File: config.mk
export PLATFORM = sky130hd
export DESIGN_NAME = uart_rx_fifo_periph
export DESIGN_NICKNAME = d
export VERILOG_FILES = /design/src/rtl/uart_rx_fifo_periph.sv
export SDC_FILE = /design/constraint.sdc
export NUM_CORES = 1
export LEC_CHECK = 0
export CORE_MARGIN = 1.5
export CORE_UTILIZATION = 40
export DETAILED_ROUTE_END_ITERATION = 8
export PLACE_DENSITY_LB_ADDON = 0.2
export SYNTH_ARGS = -nofsm -noshare
export SYNTH_HDL_FRONTEND = slang
export SYNTH_SLANG_ARGS = --single-unit
File: constraint.sdc
create_clock -name clk -period 3.9 [get_ports clk]
set_input_delay 0.39 -clock clk [delete_from_list [all_inputs] [get_ports clk]]
set_output_delay 0.39 -clock clk [all_outputs]
set_load 0.1 [all_outputs]
File: src/rtl/uart_rx_fifo_periph.sv
// UART 8N1 receiver with 16x oversampling, a small byte FIFO and a
// three-register bus window (RXDATA / STATUS / CTRL) with a level interrupt.
module uart_rx_fifo_periph #(
    parameter int          OVS_DIV    = 326,
    parameter int          DEPTH_LOG2 = 3,
    parameter logic [31:0] BASE       = 32'h40000030
) (
    input  logic        clk,
    input  logic        reset,
    input  logic        rd,
    input  logic        wr,
    input  logic [31:0] addr,
    input  logic [31:0] wdata,
    output logic [31:0] rdata,
    output logic        irqout,
    input  logic        UART_rxd
);
    localparam int DEPTH = 1 << DEPTH_LOG2;
    localparam int CW    = DEPTH_LOG2 + 1;
    localparam int PW    = $clog2(OVS_DIV);

    typedef enum logic [1:0] {S_IDLE, S_START, S_DATA, S_STOP} state_e;

    state_e                state_q;
    logic                  sync1_q, sync2_q, prev_q;
    logic [PW-1:0]         pre_q;
    logic [3:0]            tcnt_q;
    logic [2:0]            bit_q;
    logic [7:0]            shift_q;
    logic [7:0]            mem_q [DEPTH];
    logic [DEPTH_LOG2-1:0] wp_q, rp_q;
    logic [CW-1:0]         count_q;
    logic                  ovr_q, ferr_q, irq_en_q, irq_q;

    logic        tick, start_det, stop_smp, push, push_ok, pop, ferr_set, ovr_set;
    logic        not_empty, full, in_win;
    logic [29:0] off;
    logic [31:0] status;
    logic        unused_bits;

    assign unused_bits = ^{addr[1:0], wdata[31:4], wdata[1]};

    // Bus decode: word offset into the window, only the word address matters.
    assign off       = addr[31:2] - BASE[31:2];
    assign in_win    = (off < 30'd3);
    assign not_empty = (count_q != '0);
    assign full      = (count_q == CW'(DEPTH));
    assign pop       = rd && in_win && (off == 30'd0) && not_empty;

    // Receiver event decode: a tick per OVS_DIV clocks, edge only seen when idle.
    assign tick      = (pre_q == PW'(OVS_DIV - 1));
    assign start_det = (state_q == S_IDLE) && prev_q && !sync2_q;
    assign stop_smp  = (state_q == S_STOP) && tick && (tcnt_q == 4'd15);
    assign push      = stop_smp && sync2_q;
    assign ferr_set  = stop_smp && !sync2_q;
    // A pop in the same cycle frees a slot, so a push to a full FIFO survives.
    assign push_ok   = push && (!full || pop);
    assign ovr_set   = push && full && !pop;

    // Two-flop synchroniser plus previous-value flop for falling-edge detect.
    always_ff @(posedge clk or negedge reset) begin
        if (!reset) begin
            sync1_q <= 1'b1;
            sync2_q <= 1'b1;
            prev_q  <= 1'b1;
        end else begin
            sync1_q <= UART_rxd;
            sync2_q <= sync1_q;
            prev_q  <= sync2_q;
        end
    end

    // Oversample prescaler, realigned to the detected start edge.
    always_ff @(posedge clk or negedge reset) begin
        if (!reset)                 pre_q <= '0;
        else if (start_det || tick) pre_q <= '0;
        else                        pre_q <= pre_q + PW'(1);
    end

    // Receiver FSM: mid-bit sampling at 8 ticks into start, then every 16.
    always_ff @(posedge clk or negedge reset) begin
        if (!reset) begin
            state_q <= S_IDLE;
            tcnt_q  <= '0;
            bit_q   <= '0;
            shift_q <= '0;
        end else begin
            case (state_q)
                S_IDLE: begin
                    if (start_det) begin
                        state_q <= S_START;
                        tcnt_q  <= '0;
                    end
                end
                S_START: begin
                    if (tick) begin
                        if (tcnt_q == 4'd7) begin
                            tcnt_q  <= '0;
                            bit_q   <= '0;
                            state_q <= sync2_q ? S_IDLE : S_DATA;
                        end else begin
                            tcnt_q <= tcnt_q + 4'd1;
                        end
                    end
                end
                S_DATA: begin
                    if (tick) begin
                        if (tcnt_q == 4'd15) begin
                            tcnt_q  <= '0;
                            shift_q <= {sync2_q, shift_q[7:1]};
                            bit_q   <= bit_q + 3'd1;
                            if (bit_q == 3'd7) state_q <= S_STOP;
                        end else begin
                            tcnt_q <= tcnt_q + 4'd1;
                        end
                    end
                end
                S_STOP: begin
                    if (tick) begin
                        if (tcnt_q == 4'd15) begin
                            tcnt_q  <= '0;
                            state_q <= S_IDLE;
                        end else begin
                            tcnt_q <= tcnt_q + 4'd1;
                        end
                    end
                end
                default: state_q <= S_IDLE;
            endcase
        end
    end

    // FIFO storage; contents need no reset since count gates every read.
    always_ff @(posedge clk) begin
        if (push_ok) mem_q[wp_q] <= shift_q;
    end

    // FIFO pointers and occupancy.
    always_ff @(posedge clk or negedge reset) begin
        if (!reset) begin
            wp_q    <= '0;
            rp_q    <= '0;
            count_q <= '0;
        end else begin
            if (push_ok) wp_q <= wp_q + 1'b1;
            if (pop)     rp_q <= rp_q + 1'b1;
            if (push_ok && !pop)      count_q <= count_q + CW'(1);
            else if (!push_ok && pop) count_q <= count_q - CW'(1);
        end
    end

    // Sticky flags (set beats a same-cycle clear), irq enable, registered irq.
    always_ff @(posedge clk or negedge reset) begin
        if (!reset) begin
            ovr_q    <= 1'b0;
            ferr_q   <= 1'b0;
            irq_en_q <= 1'b0;
            irq_q    <= 1'b0;
        end else begin
            if (wr && in_win && off == 30'd1) begin
                if (wdata[2]) ovr_q  <= 1'b0;
                if (wdata[3]) ferr_q <= 1'b0;
            end
            if (ovr_set)  ovr_q  <= 1'b1;
            if (ferr_set) ferr_q <= 1'b1;
            if (wr && in_win && off == 30'd2) irq_en_q <= wdata[0];
            irq_q <= irq_en_q && (not_empty || ovr_q);
        end
    end

    assign irqout = irq_q;

    // STATUS word assembly.
    always_comb begin
        status         = '0;
        status[0]      = not_empty;
        status[1]      = full;
        status[2]      = ovr_q;
        status[3]      = ferr_q;
        status[4 +: CW] = count_q;
    end

    // Read mux; RXDATA shows the head before the pop lands.
    always_comb begin
        rdata = '0;
        if (rd && in_win) begin
            case (off[1:0])
                2'd0:    rdata = not_empty ? {24'b0, mem_q[rp_q]} : 32'b0;
                2'd1:    rdata = status;
                2'd2:    rdata = {31'b0, irq_en_q};
                default: rdata = '0;
            endcase
        end
    end
endmodule

==> reports/summary.txt <==
Drt pass-1 iters: 4
Outcome: finished clean
Fmax: 297 MHz
Fill count: 1054
Setup crit start kind: primary input
Num Clock Sinks: 107
Primary FF master, synth: edfxtp_1
Max Transition Viols Final: 0
Final hold vios: 0
Syn Std Cell Area: 5050 sq um
Largest net degree at the start of global routing: 44
P&R area growth vs syn: 20.0%
Mapped Cells: 368
H-tree lvl count: 3
First-pass GRT wire length: 15.8 mm
Non-Filler Instances: 599
Max Cap Viol: 0
Reg2reg start: pre_q[3]
Setup violators final: 0
Synth Register Bits: 107
Die Area: 13300 sq um
Routed Wire Length: 10.1 mm
Ys Warns: 0
Post-CTS Setup Inserts: 0
Async SR Flop Fraction: 40.2%
Grt ovf: 0
Hold Crit Class: primary input to async pin
Cts hold-fix bufs: 0
HPWL after detailed placement: 6.91 mm
Max Clock Skew: 0.00733 ns
Post-synth EDFFs: 64
Register area: 3000 sq um
Number of global-route vias before repair: 3040
Max rail drop VDD: 0.000213 V
Area fraction of the dominant cell type after synthesis: 38.0%
Final antenna-violating net count: 0
Dpl cells: 583
Root buf cell: clkbuf_16
CTS clk-pin slew, worst paths: 0.07 ns
Num CTS Buffers: 9
Gpl congestion: 0.778
Placement Cell Area: 5770 sq um
Core Rows: 40
Final WS setup: 0.528 ns
Worst-margin pin slew: 1.06 ns
I/O pin cnt: 102
Die Y: 115 microns
Slew Limit Headroom: 29.2%
DR vias: 3078
Power Total: 2.44 mW
1st-iter DRT viols: 184
Fin area: 6060 sq um
Initial Util: 41.5%
Ant. Diodes: 0
Clock buffer depth: 2
Power Dens Cells: 403 nW/um^2
CP Data Required Time: 4.13 ns
CP arrival: 3.61 ns
Final nets: 506
Worst-Skew Late Latency: 0.35 ns
RSZ-0062 raised after global routing: false
Crit path kind: primary input to flip-flop
CTS tree: done
Synth top area cells: edfxtp_1 38%, dfrtp_1 20%, mux4_2 7.1%, mux2_2 4.2%, buf_4 3.6%
Via density: 5.14
Lkg Pwr: 2.32 nW
Syn Area/Cell: 13.7 sq um
Post-synthesis cell type count: 57
Setup crit start: addr[23]
Share of cells above drive strength 1: 19.5%
Sequential share of the synthesized area: 59.4%
Die W: 115 microns
DRC violations left: 0
GRT Total Usage: 16.1%
Resize count post-CTS: 0
Crit share post-route: 86.5%
Initial antenna violation count: 0
Number of port buffers: 46
Most area-hungry cell type in the Yosys netlist: edfxtp_1
Multi-input logic area: 1860 sq um
WL/cell: 16.8 microns
Minimum clock period: 3.37 ns
CP Capture Type: flip-flop
Critical path fanouts, max: 3
Pre-CTS WS: 0.142 ns
Total core area: 12200 sq um
## layout make-up
cell class	instances	area share (%)
well taps	168	3.47
multi-input cells	234	30.7
repair buffers	64	10.9
flip-flops and latches	107	49.5
clock buffers	11	3.84
inverters	10	0.619
clock inverters	5	1.03
## routing by layer
metal / wire length [microns] / GRT usage [%] / vias to the layer above / share of wire (%)
li1: - / - / 1463 / -
met5: 0 / 0 / - / 0
met3: 684 / 3.48 / 18 / 6.8
met2: 4680 / 25.4 / 98 / 46
met1: 4470 / 21.0 / 1499 / 44
met4: 252 / 8.31 / 0 / 2.5
## critical path: stages
cell             delay, ns
clkdlybuf4s50_1       0.41
or4_2                 0.67
nor4_2                0.22
o2111ai_1             0.19
o31a_1                0.34
inv_1                 0.11
ha_1                  0.19
inv_1                 0.09
ha_1                  0.29
a21o_1                0.18
a21oi_1               0.17
xnor2_1               0.14
nor2_1                0.07
xor2_1                0.14
## registers in the layout, indices dropped and copies added (netlist names), named ones only
name      count
sync2_q       1
pre_q         9
mem_q        64
ovr_q         1
bit_q         3
prev_q        1
tcnt_q        4
irq_en_q      1
state_q       1
ferr_q        1
sync1_q       1
rp_q          3
irqout        1
wp_q          3
count_q       4
shift_q       8
## through the flow
step           TNS, ns  hold slack (ns)  utilization [%]
2_1_floorplan   -0.283           0.0944                -
3_3_place_gp         0            0.347             47.4
3_5_place_dp         0            0.347             47.4
4_1_cts              0            0.278             49.8
5_1_grt              0            0.335             49.8
6_report             0            0.243             49.8
## synthesized netlist by cell type, drive strengths merged, types with 2 or more instances
cell    number
nor2b        3
xnor2        7
nor4b        6
a22o         4
xor2        11
buf         31
a22oi        5
nand3       12
nand4b       2
and3         4
a211oi       3
edfxtp      64
or4          4
a41oi        2
inv         10
dfrtp       40
nor2        25
dfstp        3
clkbuf       9
nand4        2
mux2        20
a211o        3
and4         2
nand2       17
nor4         7
nor3b        2
ha          10
mux4        16
nor3        10
o21ai        9
o31ai        3
and2         2
a21oi        3
## kinds of logic (layout without fill, tap and decap cells)
group | Yosys count | after routing | share of synthesized area (%)
other cells | 1 | 24 | 0.0742
flops | 107 | 107 | 59.4
buf+inv | 50 | 90 | 5.62
xor+xnor | 18 | 18 | 3.12
simple gates | 102 | 102 | 11.1
mux | 37 | 37 | 11.8
fa+ha+maj | 11 | 11 | 2.87
compound gates | 42 | 42 | 6.04
## placed cells by master (no fill, tap or decap), drive strengths merged, types with 12 or more instances in the layout
| master | instances |
|---|---|
| edfxtp | 64 |
| dfrtp | 40 |
| clkdlybuf4s50 | 37 |
| buf | 27 |
| nor2 | 25 |
| conb | 24 |
| mux2 | 20 |
| nand2 | 17 |
| mux4 | 16 |
| nand3 | 12 |
## power breakdown
group          leakage (nW)  internal, mW  switching, mW
Clock                 0.136         0.502          0.403
Sequential             1.18          1.23         0.0465
Combinational          1.00        0.0849          0.179
## path summary, 6_finish.rpt
check | cells past startpoint | endpoint | slack, ns
max | 14 | count_q[3] | 0.53
min reg2reg | 0 | sync2_q | 0.36
min | 1 | pre_q[1] | 0.24
max reg2reg | 14 | count_q[3] | 0.85
min in group clk | 0 | sync2_q | 0.36
max in group asynchronous | 1 | rp_q[2] | 3.01
Power figures use the tool's default switching activity.
==> RTL change 1 (same flow settings) <==
Encoding of `state_e`: now one-hot (4 bits for 4 states).
--- a/src/rtl/uart_rx_fifo_periph.sv
+++ b/src/rtl/uart_rx_fifo_periph.sv
@@ -21,3 +21,3 @@
 
-    typedef enum logic [1:0] {S_IDLE, S_START, S_DATA, S_STOP} state_e;
+    typedef enum logic [3:0] {S_IDLE = 4'b0001, S_START = 4'b0010, S_DATA = 4'b0100, S_STOP = 4'b1000} state_e;
 
Formal check against the unedited RTL: same outputs for any inputs over 10 cycles, from zero or initial values and one cycle with reset low; not proved beyond that.
==> RTL change 1 against the unedited design <==
Setup slack improved by 0.33 ns; routed wire length decreased by 1.8%; sequential cell count increased by 2; largest power group unchanged; total power increased by 13%; critical path depth unchanged; final area decreased by 0.10%; first-iteration DRC count decreased by 16%; synthesized area increased by 2.2%.
==> RTL change 1: results (changes against the unedited design) <==
vias_per_cell: 5.068  # was 5.139
max_stage_delay_ns: 0.45  # was 0.67 ns
drt_iter0_drc: 155  # was 184
nNetsFinal: 493  # was 506
grt_pass1_wl_um: 15410  # was 15840 um
gp_congestion: 0.7656  # was 0.7776
dpl_cell_area_um2: 5733  # was 5766 um^2
finalClockSkew_ns: 0.009648  # was 0.007326 ns
ir_drop_mv: 0.2128  # was 0.2130 mV
post-place-ws_ns: 0.4413  # was 0.1424 ns
cpMaxStageDelayCell: "nor4_2"  # was or4_2
wirelength_met1_um: 4437  # was 4473 um
grt_usage_pct: 15.32  # was 16.08%
dp_hpwl_um: 6756  # was 6913 um
synth_cell_types: 65  # was 57
status: "finished, final reports clean"  # unchanged
grt_use_met3_pct: 3.010  # was 3.479%
grt_pass1_vias: 2988  # was 3040
dr_wl_met3_um: 482  # was 684 um
r2r_slack_ns: 0.96  # was 0.85 ns
async_reset_ff_share_pct: 41.28  # was 40.19%
grt_use_met1_pct: 19.66  # was 20.97%
timing.rr.start: "pre_q[1]"  # was pre_q[3]
layout.cells.non_filler: 590  # was 599
switching_share_pct: 27.31  # was 25.74%
tightest_slew_ns: 1.076  # was 1.062 ns
## RTL change 1: cell types whose count changed after synthesis, moves of 5 or more
cell,delta
xor2_1,-6
o21ai_0,-6
nor4_1,+5
nand3_1,-6
nand2_1,-5
nor3_1,-5
clkbuf_1,-7
nand4_1,+5
## RTL change 1: critical path: cells and delay by family
family	cells	cell delay, ns
and+or+nand+nor	4	1.15
xor gates and xnor gates	2	0.28
adders and majority gates	2	0.45
AOI/OAI and AO/OA	3	0.45
buffers and inverters	3	0.57
## RTL change 1: layout make-up
class,count,area [um^2]
timing repair buffer,57,518.0
clock inverter,6,92.59
inverter,10,37.54
tap,172,215.2
multi-input combinational,226,1909
fill,1106,6565
clock buffer,10,229.0
sequential,109,3053
## RTL change 1: how the worst max path moves through the flow
stage | from | endpoint | slack, ns | depth (start not counted)
after floorplan | addr[13] | rdata[1] | 0.65 | 5
after global placement | addr[9] | count_q[3] | 0.50 | 14
after detailed placement | addr[10] | count_q[3] | 0.44 | 14
after CTS | addr[10] | count_q[3] | 0.82 | 14
after global routing | addr[17] | count_q[3] | 0.68 | 14
final | addr[10] | count_q[3] | 0.86 | 14
## RTL change 1: power by group through the flow
stage          Combinational, mW  Clock (mW)  Sequential [mW]
6_report                   0.433       0.985             1.33
4_1_cts                    0.434        1.01             1.33
3_5_place_dp               0.433           0             1.36
2_1_floorplan              0.384           0             1.32
5_1_grt                    0.474        1.05             1.34
3_3_place_gp               0.426           0             1.35
## RTL change 1: cells by family (layout without fill, tap and decap cells)
group	Yosys count	after routing	share of synthesized area [%]
AO/OA/AOI/OAI	38	38	6.032
adder cells (fa/ha/maj)	11	11	2.810
buffers and inverters	47	83	5.596
XOR/XNOR	16	16	2.713
other	1	24	0.07260
flip-flops	109	109	59.11
multiplexers	40	40	12.28
AND/OR/NAND/NOR	97	97	11.39
==> RTL change 2 (same flow settings) <==
Made on the original files. `DEPTH_LOG2`: 3 -> 4.
--- a/src/rtl/uart_rx_fifo_periph.sv
+++ b/src/rtl/uart_rx_fifo_periph.sv
@@ -4,3 +4,3 @@
     parameter int          OVS_DIV    = 326,
-    parameter int          DEPTH_LOG2 = 3,
+    parameter int          DEPTH_LOG2 = 4,
     parameter logic [31:0] BASE       = 32'h40000030
Check against the original RTL: no difference found for any inputs over 10 cycles, from zero or initial values and one cycle with reset low; that may be too few to reach the edited logic, so the function may still have changed.
==> RTL change 2 against the unedited design <==
Final area up 49%; synthesized area up 51%; largest cell class unchanged; final cell count up 36%; sequential cell count up 67; setup slack better by 0.012 ns; clock skew down 0.0012 ns; largest power group unchanged; die area up 50%; total power up 64%; routed wire length up 55%; critical path type is now reg -> out.
==> RTL change 2: results (changes against the unedited design) <==
grt_use_met3_pct: 3.274  # was 3.479%
dp_hpwl_um: 10580  # was 6913 um
dr_wl_met3_um: 983  # was 684 um
routed-wl-met2_um: 7485  # was 4676 um
yosysSeqAreaShare_pct: 65.35  # was 59.41%
relSlewSlack_pct: 20.21  # was 29.17%
gp_congestion: 0.7360  # was 0.7776
port-buffer-count: 47  # was 46
grt_pass1_vias: 4401  # was 3040
cpMaxStageDelayCell: "dfrtp_2"  # was or4_2
insertion_delay_ns: 0.43  # was 0.35 ns
cp.arrival_ns: 2.97  # was 3.61 ns
via_count: 4244  # was 3078
reg2reg_to: "count_q[4]"  # was count_q[3]
wirelength_met1_um: 6968  # was 4473 um
async_reset_ff_share_pct: 26.44  # was 40.19%
synth_flop_cell: "edfxtp_1"  # unchanged
status: "finished, final reports clean"  # unchanged
synth_cell_types: 50  # was 57
htreeDepth: 4  # was 3
grt_usage_pct: 16.99  # was 16.08%
wl_per_cell_um: 19.25  # was 16.84 um
ir_drop_mv: 0.3259  # was 0.2130 mV
grt_start_max_net_pins: 47  # was 44
nNetsFinal: 651  # was 506
synth_edf_count: 128  # was 64
grt_use_met2_pct: 27.40  # was 25.36%
n_fill_cell: 1581  # was 1054
top_regs: "mem_q x128, pre_q x9, shift_q x8"  # was mem_q x64, pre_q x9, shift_q x8
r2r_slack_ns: 0.69  # was 0.85 ns
whs_ns: 0.05931  # was 0.2431 ns
grt_pass1_wl_um: 24760  # was 15840 um
drt_iter0_drc: 282  # was 184
finalClockSkew_ns: 0.006126  # was 0.007326 ns
grt_use_met1_pct: 23.21  # was 20.97%
RTL change 2: report_power, final:
group          leakage (nW)  internal (mW)  switching, mW
combinational          1.24         0.0992          0.187
sequential             2.08           2.01         0.0593
clock                 0.273          0.907          0.728
RTL change 2: cell type report:
class	instances	share of cell area (%)
timing repair buffer	62	7.536
multi-input combinational	301	27.10
sequential	174	55.35
inverter	11	0.4571
tap	234	3.241
clock inverter	14	1.454
clock buffer	18	4.862
RTL change 2: metrics by stage:
stage,instance area (um^2),power (mW),util [%],std cells,worst slack (ns)
after floorplan,7744,2.325,-,528,-0.1044
after global placement,8462,2.386,45.24,782,0.1260
after detailed placement,8462,2.395,45.24,782,0.1355
after CTS,9032,4.035,48.29,814,0.4516
after global routing,9032,4.148,48.29,814,0.3275
final,9032,3.991,48.29,814,0.5396
RTL change 2: worst max-delay path, delay by kind of cell, from the launching register on:
family          cells  cell delay (ns)
compound gates      3             0.78
flops               1             0.66
buf+inv             2             0.48
mux                 1             0.52
simple gates        1             0.10
RTL change 2: logic make-up (layout without fill, tap and decap cells):
logic type / Yosys count / count (layout) / synth area share (%)
DFF: 174 / 174 / 65.35
and+or+nand+nor: 141 / 141 / 9.586
AOI/OAI and AO/OA: 59 / 59 / 5.170
buffers and inverters: 53 / 105 / 3.893
muxes: 44 / 44 / 11.22
xor gates and xnor gates: 19 / 19 / 2.176
adders and majority gates: 15 / 15 / 2.552
other: 1 / 23 / 0.04903
RTL change 2: how the worst max path moves through the flow:
stage,from,end,slack [ns]
final,rp_q[0],rdata[3],0.54
after global routing,rp_q[0],rdata[3],0.33
after CTS,rp_q[0],rdata[3],0.45
after detailed placement,addr[30],count_q[4],0.14
after global placement,addr[30],count_q[4],0.13
after floorplan,addr[30],rdata[1],-0.10
